`src/rtl/instr_sequencer_if.sv`:
```
// ---------------------------------------------------------------------------
// instr_sequencer_if
//   Instruction-memory fetch handshake between the sequencer and imem.
//   req   : fetch request, held high while the sequencer is fetching
//   addr  : fetch address (the current PC)
//   ack   : imem has valid data this cycle
//   rdata : instruction word, valid when req && ack
// ---------------------------------------------------------------------------
interface instr_sequencer_if #(
    parameter int ADDR_WIDTH = 32
) ();
    logic                  req;
    logic [ADDR_WIDTH-1:0] addr;
    logic                  ack;
    logic [31:0]           rdata;

    modport master (output req, output addr, input ack, input rdata);
    modport slave  (input req, input addr, output ack, output rdata);
endinterface

```
`src/rtl/instr_sequencer.sv`:
```
// ---------------------------------------------------------------------------
// instr_sequencer
//   Multi-cycle FETCH/DECODE/EXEC/WB controller for the reduced RV32 datapath
//   (addi, bne). Owns PC and IR, runs the imem handshake, drives datapath
//   control one phase at a time and halts on illegal instructions, misaligned
//   branch targets and fetch timeouts.
// Ports
//   i_clk, i_rst_n : clock, asynchronous active-low reset
//   i_start        : begin execution at PC=0 (honoured in IDLE/HALT only)
//   imem           : fetch handshake (master side)
//   i_ne           : ALU compare result rs1 != rs2
//   i_imm_ext      : sign-extended B-type offset
//   o_instr, o_pc  : instruction register and program counter
//   o_regwrite     : register-file write strobe (WB only)
//   o_aluctrl      : ALU op, always add
//   o_alusrc       : 1 = immediate operand, 0 = register
//   o_immsrc       : 0 = I-type, 1 = B-type immediate
//   o_busy         : executing (FETCH..WB)
//   o_illegal      : sticky bad opcode/funct3 or misaligned branch target
//   o_timeout      : sticky missing imem ack
// ---------------------------------------------------------------------------
module instr_sequencer #(
    parameter int ADDR_WIDTH = 32,
    parameter int MAX_WAIT   = 8
) (
    input  logic                  i_clk,
    input  logic                  i_rst_n,
    input  logic                  i_start,
    instr_sequencer_if.master     imem,
    input  logic                  i_ne,
    input  logic [ADDR_WIDTH-1:0] i_imm_ext,
    output logic [31:0]           o_instr,
    output logic [ADDR_WIDTH-1:0] o_pc,
    output logic                  o_regwrite,
    output logic [2:0]            o_aluctrl,
    output logic                  o_alusrc,
    output logic                  o_immsrc,
    output logic                  o_busy,
    output logic                  o_illegal,
    output logic                  o_timeout
);
    localparam int CW = $clog2(MAX_WAIT + 1);

    typedef enum logic [2:0] {
        S_IDLE, S_FETCH, S_DECODE, S_EXEC, S_WB, S_HALT
    } state_t;

    state_t                r_state, w_next;
    logic [ADDR_WIDTH-1:0] r_pc;
    logic [31:0]           r_ir;
    logic [CW-1:0]         r_wait;
    logic                  r_illegal, r_timeout;

    logic                  w_is_addi, w_is_bne, w_wait_last, w_misalign;
    logic [ADDR_WIDTH-1:0] w_tgt_taken, w_pc_plus4;

    assign w_is_addi   = (r_ir[6:0] == 7'h13) && (r_ir[14:12] == 3'b000);
    assign w_is_bne    = (r_ir[6:0] == 7'h63) && (r_ir[14:12] == 3'b001);
    assign w_tgt_taken = r_pc + i_imm_ext;
    assign w_pc_plus4  = r_pc + ADDR_WIDTH'(4);
    // Only a taken branch can land misaligned; pc+4 is always aligned.
    assign w_misalign  = i_ne && (w_tgt_taken[1:0] != 2'b00);
    // r_wait counts ack-less FETCH cycles already spent; this is the last allowed one.
    assign w_wait_last = (r_wait == CW'(MAX_WAIT - 1));

    always_ff @(posedge i_clk or negedge i_rst_n) begin
        if (!i_rst_n) r_state <= S_IDLE;
        else          r_state <= w_next;
    end

    always_comb begin
        w_next     = r_state;
        imem.req   = 1'b0;
        o_regwrite = 1'b0;
        o_alusrc   = 1'b1;
        o_immsrc   = 1'b0;
        o_busy     = 1'b0;
        case (r_state)
            S_IDLE: if (i_start) w_next = S_FETCH;
            S_FETCH: begin
                o_busy   = 1'b1;
                imem.req = 1'b1;
                if (imem.ack)        w_next = S_DECODE;
                else if (w_wait_last) w_next = S_HALT;
            end
            S_DECODE: begin
                o_busy = 1'b1;
                w_next = (w_is_addi || w_is_bne) ? S_EXEC : S_HALT;
            end
            S_EXEC: begin
                o_busy = 1'b1;
                if (w_is_bne) begin
                    o_alusrc = 1'b0;
                    o_immsrc = 1'b1;
                    w_next   = w_misalign ? S_HALT : S_FETCH;
                end else begin
                    w_next = S_WB;
                end
            end
            S_WB: begin
                o_busy     = 1'b1;
                o_regwrite = 1'b1;
                w_next     = S_FETCH;
            end
            S_HALT: if (i_start) w_next = S_FETCH;
            default: w_next = S_IDLE;
        endcase
    end

    always_ff @(posedge i_clk or negedge i_rst_n) begin
        if (!i_rst_n) begin
            r_pc      <= '0;
            r_ir      <= '0;
            r_wait    <= '0;
            r_illegal <= 1'b0;
            r_timeout <= 1'b0;
        end else begin
            // Cleared whenever outside FETCH, so every FETCH entry starts at 0.
            if (r_state != S_FETCH)  r_wait <= '0;
            else if (!imem.ack)      r_wait <= r_wait + CW'(1);

            case (r_state)
                S_IDLE, S_HALT: if (i_start) begin
                    r_pc      <= '0;
                    r_illegal <= 1'b0;
                    r_timeout <= 1'b0;
                end
                S_FETCH: begin
                    if (imem.ack)         r_ir      <= imem.rdata;
                    else if (w_wait_last) r_timeout <= 1'b1;
                end
                S_DECODE: if (!(w_is_addi || w_is_bne)) r_illegal <= 1'b1;
                S_EXEC: if (w_is_bne) begin
                    if (w_misalign) r_illegal <= 1'b1;
                    else            r_pc      <= i_ne ? w_tgt_taken : w_pc_plus4;
                end
                S_WB: r_pc <= w_pc_plus4;
                default: ;
            endcase
        end
    end

    assign imem.addr = r_pc;
    assign o_pc      = r_pc;
    assign o_instr   = r_ir;
    assign o_aluctrl = 3'b000;
    assign o_illegal = r_illegal;
    assign o_timeout = r_timeout;
endmodule

```
`src/flat_wrapper.sv`:
```
// flat-port wrapper written by rule: the top's interface ports become plain ports
module instr_sequencer_flat 
#(
    parameter int ADDR_WIDTH = 32,
    parameter int MAX_WAIT   = 8
)
  (i_clk, i_rst_n, i_start, i_ne, i_imm_ext, o_instr, o_pc, o_regwrite, o_aluctrl, o_alusrc, o_immsrc, o_busy, o_illegal, o_timeout, imem_req, imem_addr, imem_ack, imem_rdata);
  instr_sequencer_if #(.ADDR_WIDTH(ADDR_WIDTH)) imem_i ();
  input  logic i_clk;
  input  logic i_rst_n;
  input  logic i_start;
  input  logic i_ne;
  input  logic [ADDR_WIDTH-1:0] i_imm_ext;
  output logic [31:0] o_instr;
  output logic [ADDR_WIDTH-1:0] o_pc;
  output logic o_regwrite;
  output logic [2:0] o_aluctrl;
  output logic o_alusrc;
  output logic o_immsrc;
  output logic o_busy;
  output logic o_illegal;
  output logic o_timeout;
  output wire logic [$bits(imem_i.req)-1:0] imem_req;
  output wire logic [$bits(imem_i.addr)-1:0] imem_addr;
  input wire logic [$bits(imem_i.ack)-1:0] imem_ack;
  input wire logic [$bits(imem_i.rdata)-1:0] imem_rdata;
  assign imem_req = imem_i.req;
  assign imem_addr = imem_i.addr;
  assign imem_i.ack = imem_ack;
  assign imem_i.rdata = imem_rdata;
  instr_sequencer #(.ADDR_WIDTH(ADDR_WIDTH), .MAX_WAIT(MAX_WAIT)) u_core (.i_clk(i_clk), .i_rst_n(i_rst_n), .i_start(i_start), .imem(imem_i), .i_ne(i_ne), .i_imm_ext(i_imm_ext), .o_instr(o_instr), .o_pc(o_pc), .o_regwrite(o_regwrite), .o_aluctrl(o_aluctrl), .o_alusrc(o_alusrc), .o_immsrc(o_immsrc), .o_busy(o_busy), .o_illegal(o_illegal), .o_timeout(o_timeout));
endmodule
```
`config.mk`:
```
export PLATFORM = sky130hd
export DESIGN_NAME = instr_sequencer_flat
export DESIGN_NICKNAME = d
export VERILOG_FILES = /design/src/rtl/instr_sequencer_if.sv /design/src/rtl/instr_sequencer.sv /design/src/flat_wrapper.sv
export SDC_FILE = /design/constraint.sdc
export NUM_CORES = 1
export LEC_CHECK = 0
export CAP_MARGIN = 20
export CORE_AREA = 5 5 113 115
export DETAILED_ROUTE_END_ITERATION = 6
export DIE_AREA = 0 0 118 120
export PLACE_DENSITY = 0.87
export REMOVE_ABC_BUFFERS = 1
export SLEW_MARGIN = 30
export SYNTH_ARGS = -nofsm -noshare
export SYNTH_HDL_FRONTEND = slang
export SYNTH_SLANG_ARGS = --single-unit
```
`constraint.sdc`:
```
create_clock -name i_clk -period 6.6 [get_ports i_clk]
set_clock_uncertainty 0.1 [all_clocks]
set_input_delay 0.66 -clock i_clk [delete_from_list [all_inputs] [get_ports i_clk]]
set_output_delay 0.66 -clock i_clk [all_outputs]
set_load 0.01 [all_outputs]
```
==> flow_summary.ini, run 1 <==
[run_status]
run_status = finished clean

[logic_synthesis]
synth_warnings = 0
synth_edf_count = 0
synth_top_cell_area_share = 0.322
synth.top_cells.by_count = sky130_fd_sc_hd__dfrtp_1, sky130_fd_sc_hd__o21ai_0, sky130_fd_sc_hd__nand2_1
synth.most_common_cell = sky130_fd_sc_hd__dfrtp_1
postSynthCellCount = 631
postSynth.asyncResetShare = 1.00
seq_area_frac_synth = 0.322
synth.lib_cells_used.distinct = 71
synth.largest_area_cell = sky130_fd_sc_hd__dfrtp_1
synth_area_per_cell_um2 = 8.98
ys_top_cells_by_area = sky130_fd_sc_hd__dfrtp_1, sky130_fd_sc_hd__ha_1, sky130_fd_sc_hd__mux2_2
ys.flop_type = sky130_fd_sc_hd__dfrtp_1
syn-cell-area_um2 = 5670
synth-seq-cells = 73

[worst_setup_path]
critPathKind = input port to register
worstSetupStartpointType = input port
critical_path_peak_fanout = 4
r2r_startpoint = u_core.imem.addr[0]$_DFFE_PN0P_
regToRegSetupSlack_ns = 3.43
reg_to_reg_critical_path_endpoint = u_core.imem.addr[30]$_DFFE_PN0P_
required_ns = 6.69
r2r.worst_path.cells = 10
arrival_ns = 3.60
worstSetupEndpointType = register

[sta]
tightest_slew_ns = 0.685
timing.final.max_slew_violations = 0
final.setup.tns_ns = 0
fmax_mhz = 285
slew-limit-headroom = 0.543
period_utilization = 0.532
hold_violations = 0
rsz0062_at_grt = no
postLayoutSetupSlackWorst_ns = 3.09
setup_viol_count_final = 0
period_minus_slack_ns = 3.51

[floorplan]
ioPinCount = 175
die_w_um = 118
floorplan.initialDensity = 0.484
dieHeight_um = 120
area_of_the_placeable_core_um2 = 11700
die-area_um2 = 14200
num_rows = 40

[drt]
drt_drc_violations_left = 0
via_count = 5446
route.antenna.remaining_nets = 0
post_detailed_route_wirelength_per_cell_um = 18.8
detailedRoute.firstIterationViolations = 409
drt_first_pass_iters = 5
detail_route.vias_per_cell = 6.01
drt-total-wl_mm = 17.1

[cts]
path_clk_slew_ns = 0.06
cts_root_buf = sky130_fd_sc_hd__clkbuf_16
postCtsSetupRepairBufs = 0
hold_buffers = 0
cts_max_path_buffers = 2
clkLatencyLatePin_ns = 0.33
numClockSinks = 73
tritoncts = yes
numCtsBuffers = 9
ctsHtreeMaxLevel = 3
cts_resized = 0

[job]
max_cap_viol_count = 0

[place]
post-dp-hpwl_mm = 12.9
port_buffers = 171
dp_worst_setup_slack_ns = 2.78
dp_cells = 890
finalWeightedCongestion = 0.920

[power_and_ir_drop]
power.density_nw_per_um2 = 388
vdd_ir_drop_max_mv = 0.228
power.total_uw = 2890
total_leakage_power_uw = 0.00316

[global_route]
wire_length_of_the_first_global_routing_pass_mm = 27.7
grt_use_total = 0.234
vias_in_the_first_global_route = 5402
antenna_found_initial = 0
grt_start_max_net_pins = 74
grt.overflow.total = 0

[cells_and_area]
finish.net_count = 857
synthToLayoutAreaGrowth_pct = 31.6
diodes = 0
final_cell_count_no_fill = 906
drive_above_1_share = 0.0883

[hold_path]
timing.hold.worst.class = input port to asynchronous set/reset pin
==> cell type report <==
cell class | count | area (um2)
Multi-Input combinational cell | 485 | 3370
Clock buffer | 10 | 229
Inverter | 11 | 41.3
Sequential cell | 73 | 1830
Timing Repair Buffer | 174 | 1730
Fill cell | 966 | 4250
Tap cell | 147 | 184
Clock inverter | 6 | 68.8
==> where the power goes <==
group / internal [uW] / total [uW] / switching, uW / leakage [uW]
registers: 617 / 841 / 224 / 0.000934
clock network: 293 / 491 / 198 / 0.000131
logic: 809 / 1560 / 751 / 0.00210
==> critical path: stages <==
cell	delay (ns)
sky130_fd_sc_hd__clkdlybuf4s50_1	0.45
sky130_fd_sc_hd__ha_1	0.23
sky130_fd_sc_hd__fa_1	0.43
sky130_fd_sc_hd__a21o_1	0.20
sky130_fd_sc_hd__a22o_1	0.22
sky130_fd_sc_hd__o41ai_4	0.45
sky130_fd_sc_hd__o211ai_2	0.21
sky130_fd_sc_hd__a41oi_4	0.32
sky130_fd_sc_hd__o41ai_2	0.10
sky130_fd_sc_hd__xnor2_1	0.17
sky130_fd_sc_hd__o221ai_1	0.14
==> how the worst max path moves through the flow <==
stage | from | end | cells past startpoint
6_report | i_imm_ext[0] | u_core.imem.addr[30]$_DFFE_PN0P_ | 11
5_1_grt | i_imm_ext[0] | u_core.imem.addr[27]$_DFFE_PN0P_ | 9
4_1_cts | i_imm_ext[0] | u_core.imem.addr[30]$_DFFE_PN0P_ | 11
3_5_place_dp | i_imm_ext[0] | u_core.imem.addr[30]$_DFFE_PN0P_ | 11
3_3_place_gp | i_imm_ext[0] | u_core.imem.addr[30]$_DFFE_PN0P_ | 11
2_1_floorplan | i_imm_ext[0] | u_core.imem.addr[28]$_DFFE_PN0P_ | 9
==> layout by cell type (no fill, tap or decap), types with 5 or more instances in the layout <==
cell / Yosys / routed
sky130_fd_sc_hd__nand3b_1: 6 / 6
sky130_fd_sc_hd__and3_1: 15 / 15
sky130_fd_sc_hd__a22oi_1: 5 / 5
sky130_fd_sc_hd__nor2_1: 41 / 41
sky130_fd_sc_hd__nand3_1: 20 / 20
sky130_fd_sc_hd__nor3_1: 10 / 10
sky130_fd_sc_hd__inv_1: 11 / 11
sky130_fd_sc_hd__xnor2_1: 18 / 18
sky130_fd_sc_hd__clkbuf_16: 0 / 9
sky130_fd_sc_hd__nand2b_1: 5 / 5
sky130_fd_sc_hd__a21o_1: 20 / 20
sky130_fd_sc_hd__and4_1: 6 / 6
sky130_fd_sc_hd__dfrtp_1: 73 / 73
sky130_fd_sc_hd__nand4_1: 10 / 10
sky130_fd_sc_hd__nand2_1: 46 / 46
sky130_fd_sc_hd__clkdlybuf4s50_1: 0 / 170
sky130_fd_sc_hd__a31oi_1: 14 / 14
sky130_fd_sc_hd__a21oi_1: 39 / 39
sky130_fd_sc_hd__mux2_2: 33 / 33
sky130_fd_sc_hd__ha_1: 33 / 33
sky130_fd_sc_hd__xor2_1: 14 / 14
sky130_fd_sc_hd__o21ai_0: 59 / 59
==> stage by stage <==
step / hold slack (ns) / util / instance area (um2)
after floorplan: 0.264 / - / 5240
after global placement: 0.391 / 0.611 / 7150
after detailed placement: 0.396 / 0.611 / 7150
after CTS: 0.410 / 0.636 / 7450
after global routing: 0.408 / 0.637 / 7460
final: 0.338 / 0.637 / 7460
==> logic make-up after synthesis <==
logic type	Yosys count	share of synthesized area
AO/OA/AOI/OAI	194	0.228
adder cells (fa/ha/maj)	34	0.0764
multiplexers	37	0.0727
XOR/XNOR	32	0.0495
buffers and inverters	75	0.0835
other	1	0.000662
AND/OR/NAND/NOR	185	0.167
flip-flops	73	0.322
==> flip-flops by register name, indices dropped and copies added (netlist names) <==
register	flops
u_core.o_timeout	1
u_core.r_wait	4
u_core.imem.addr	32
u_core.r_state	3
u_core.o_instr	32
u_core.o_illegal	1
==> metal layers <==
layer | vias up | share of wire | global-route usage
met5 | - | 0 | 0
met4 | 0 | 0.024 | 0.0688
met3 | 40 | 0.058 | 0.0396
met2 | 224 | 0.53 | 0.426
met1 | 2634 | 0.39 | 0.284
li1 | 2548 | - | -
Power figures use the tool's default switching activity.
==> run 2: changes to the inputs <==
--- a/config.mk
+++ b/config.mk
@@ -6,10 +6,10 @@
 export NUM_CORES = 1
 export LEC_CHECK = 0
 export CAP_MARGIN = 20
-export CORE_AREA = 5 5 113 115
+export CORE_AREA = 5 5 115 117
 export DETAILED_ROUTE_END_ITERATION = 6
-export DIE_AREA = 0 0 118 120
-export PLACE_DENSITY = 0.87
+export DIE_AREA = 0 0 120 122
+export PLACE_DENSITY = 0.85
 export REMOVE_ABC_BUFFERS = 1
 export SLEW_MARGIN = 30
 export SYNTH_ARGS = -nofsm -noshare
==> constraint.sdc (replaced) <==
create_clock -name i_clk -period 3.47 [get_ports i_clk]
set_clock_uncertainty 0.1 [all_clocks]
set_input_delay 0.347 -clock i_clk [delete_from_list [all_inputs] [get_ports i_clk]]
set_output_delay 0.347 -clock i_clk [all_outputs]
set_load 0.01 [all_outputs]
==> flow_summary.ini, run 2 (synthesis results as in run 1) <==
[run_status]
run_status = finished clean

[cts]
ctsHtreeMaxLevel = 3
numClockSinks = 73
hold_buffers = 1
cts_max_path_buffers = 2
path_clk_slew_ns = 0.06
clkLatencyLatePin_ns = 0.34
numCtsBuffers = 9
cts_root_buf = sky130_fd_sc_hd__clkbuf_16
cts_resized = 0
postCtsSetupRepairBufs = 0
tritoncts = yes

[sta]
hold_violations = 0
tightest_slew_ns = 0.696
timing.final.max_slew_violations = 0
setup_viol_count_final = 0
period_minus_slack_ns = 3.23
rsz0062_at_grt = no
fin_worst_hold_slack_ns = 0.409
slew-limit-headroom = 0.536
fmax_mhz = 309
period_utilization = 0.932

[cells_and_area]
area_of_the_multi_input_gates_um2 = 3370
postLayoutCoreUtil = 0.622
diodes = 0
most_common_library_cell_in_the_layout_ignoring_fill_and_taps = sky130_fd_sc_hd__clkdlybuf4s50_1
finish.net_count = 876
fin_area_um2 = 7620
drive_above_1_share = 0.108
synthToLayoutAreaGrowth_pct = 34.6
area.sequential_um2 = 1830
final.fill_count = 1025
final_cell_mix = sky130_fd_sc_hd__clkdlybuf4s50_1, sky130_fd_sc_hd__dfrtp_1, sky130_fd_sc_hd__o21ai_0, sky130_fd_sc_hd__nand2_1, sky130_fd_sc_hd__nor2_1

[hold_path]
timing.hold.worst.class = register to register

[place]
finalWeightedCongestion = 0.905
total_placed_instance_area_um2 = 7290
post-dp-hpwl_mm = 13.7
port_buffers = 171

[worst_setup_path]
worst-path-buf-inv = 0
arrival_ns = 3.32
worstSetupEndpointType = register
critical_path_peak_fanout = 4
critPathKind = register to register
cp_cell_sequence = ha_1, fa_1, a21o_1, a22o_1, o41ai_4, o211ai_2, a41oi_4, o41ai_2, xnor2_1, o221ai_1
worstSetupStartpointType = register
crit_family = compound AO/OA/AOI/OAI gates
required_ns = 3.56
critPathSlowestCell = sky130_fd_sc_hd__o41ai_4
largest_stage_delay_on_the_critical_path_ns = 0.45

[floorplan]
die_w_um = 120
floorplan.initialDensity = 0.462
num_rows = 41
area_of_the_placeable_core_um2 = 12300
ioPinCount = 175
die-area_um2 = 14600
dieHeight_um = 122

[drt]
via_count = 5476
post_detailed_route_wirelength_per_cell_um = 19.1
drt_drc_violations_left = 0
drt-total-wl_mm = 17.7
detail_route.vias_per_cell = 5.90
detailedRoute.firstIterationViolations = 496
route.antenna.remaining_nets = 0
drt_first_pass_iters = 7

[job]
max_cap_viol_count = 0

[global_route]
grt_use_total = 0.246
wire_length_of_the_first_global_routing_pass_mm = 29.1
vias_in_the_first_global_route = 5595
grt_start_max_net_pins = 33
antenna_found_initial = 0
grt.overflow.total = 0

[power_and_ir_drop]
vdd_ir_drop_max_mv = 0.448
total_leakage_power_uw = 0.00328
power.density_nw_per_um2 = 747
run 2: power by group:
group          switching, uW  internal, uW
clock network            383           634
registers                385          1170
logic                   1510          1610
run 2: final timing paths:
path | start | endpoint | slack, ns | cells after the start
max | u_core.imem.addr[0]$_DFFE_PN0P_ | u_core.imem.addr[30]$_DFFE_PN0P_ | 0.24 | 10
min | u_core.o_instr[26]$_DFFE_PN0P_ | u_core.o_instr[26]$_DFFE_PN0P_ | 0.41 | 1
max reg2reg | u_core.imem.addr[0]$_DFFE_PN0P_ | u_core.imem.addr[30]$_DFFE_PN0P_ | 0.24 | 10
min reg2reg | u_core.o_instr[26]$_DFFE_PN0P_ | u_core.o_instr[26]$_DFFE_PN0P_ | 0.41 | 1
max in group asynchronous | i_rst_n | u_core.imem.addr[12]$_DFFE_PN0P_ | 1.97 | 3
min in group asynchronous | i_rst_n | u_core.o_instr[29]$_DFFE_PN0P_ | 0.49 | 2
run 2: per-stage QoR:
stage                     TNS, ns  worst slack [ns]  instances  power [uW]
final                           0             0.238        928        5700
after global routing            0            0.0498        928        6050
after CTS                       0             0.246        928        5700
after detailed placement  -0.0272           -0.0272        911        4650
after global placement          0            0.0823        911        4540
after floorplan                 0             0.421        569        3120
run 2: cell type report:
class | count | area share
tap | 150 | 0.0246
clock buffer | 10 | 0.0300
multi-input combinational | 485 | 0.442
clock inverter | 6 | 0.0120
inverter | 11 | 0.00542
sequential | 73 | 0.240
timing repair buffer | 193 | 0.246
run 2: layer usage:
metal	part of all wire	up-vias	GRT usage
met2	0.51	205	0.430
met3	0.052	36	0.0334
met5	0	-	0
met1	0.41	2645	0.313
met4	0.026	0	0.0823
li1	-	2590	-
==> run 3: changes to the inputs <==
--- a/config.mk
+++ b/config.mk
@@ -15,3 +15,4 @@
 export SYNTH_ARGS = -nofsm -noshare
 export SYNTH_HDL_FRONTEND = slang
 export SYNTH_SLANG_ARGS = --single-unit
+export TNS_END_PERCENT = 1
==> results of run 3 <==
No change in the layout: final DEF, timing and power equal those of run 2.
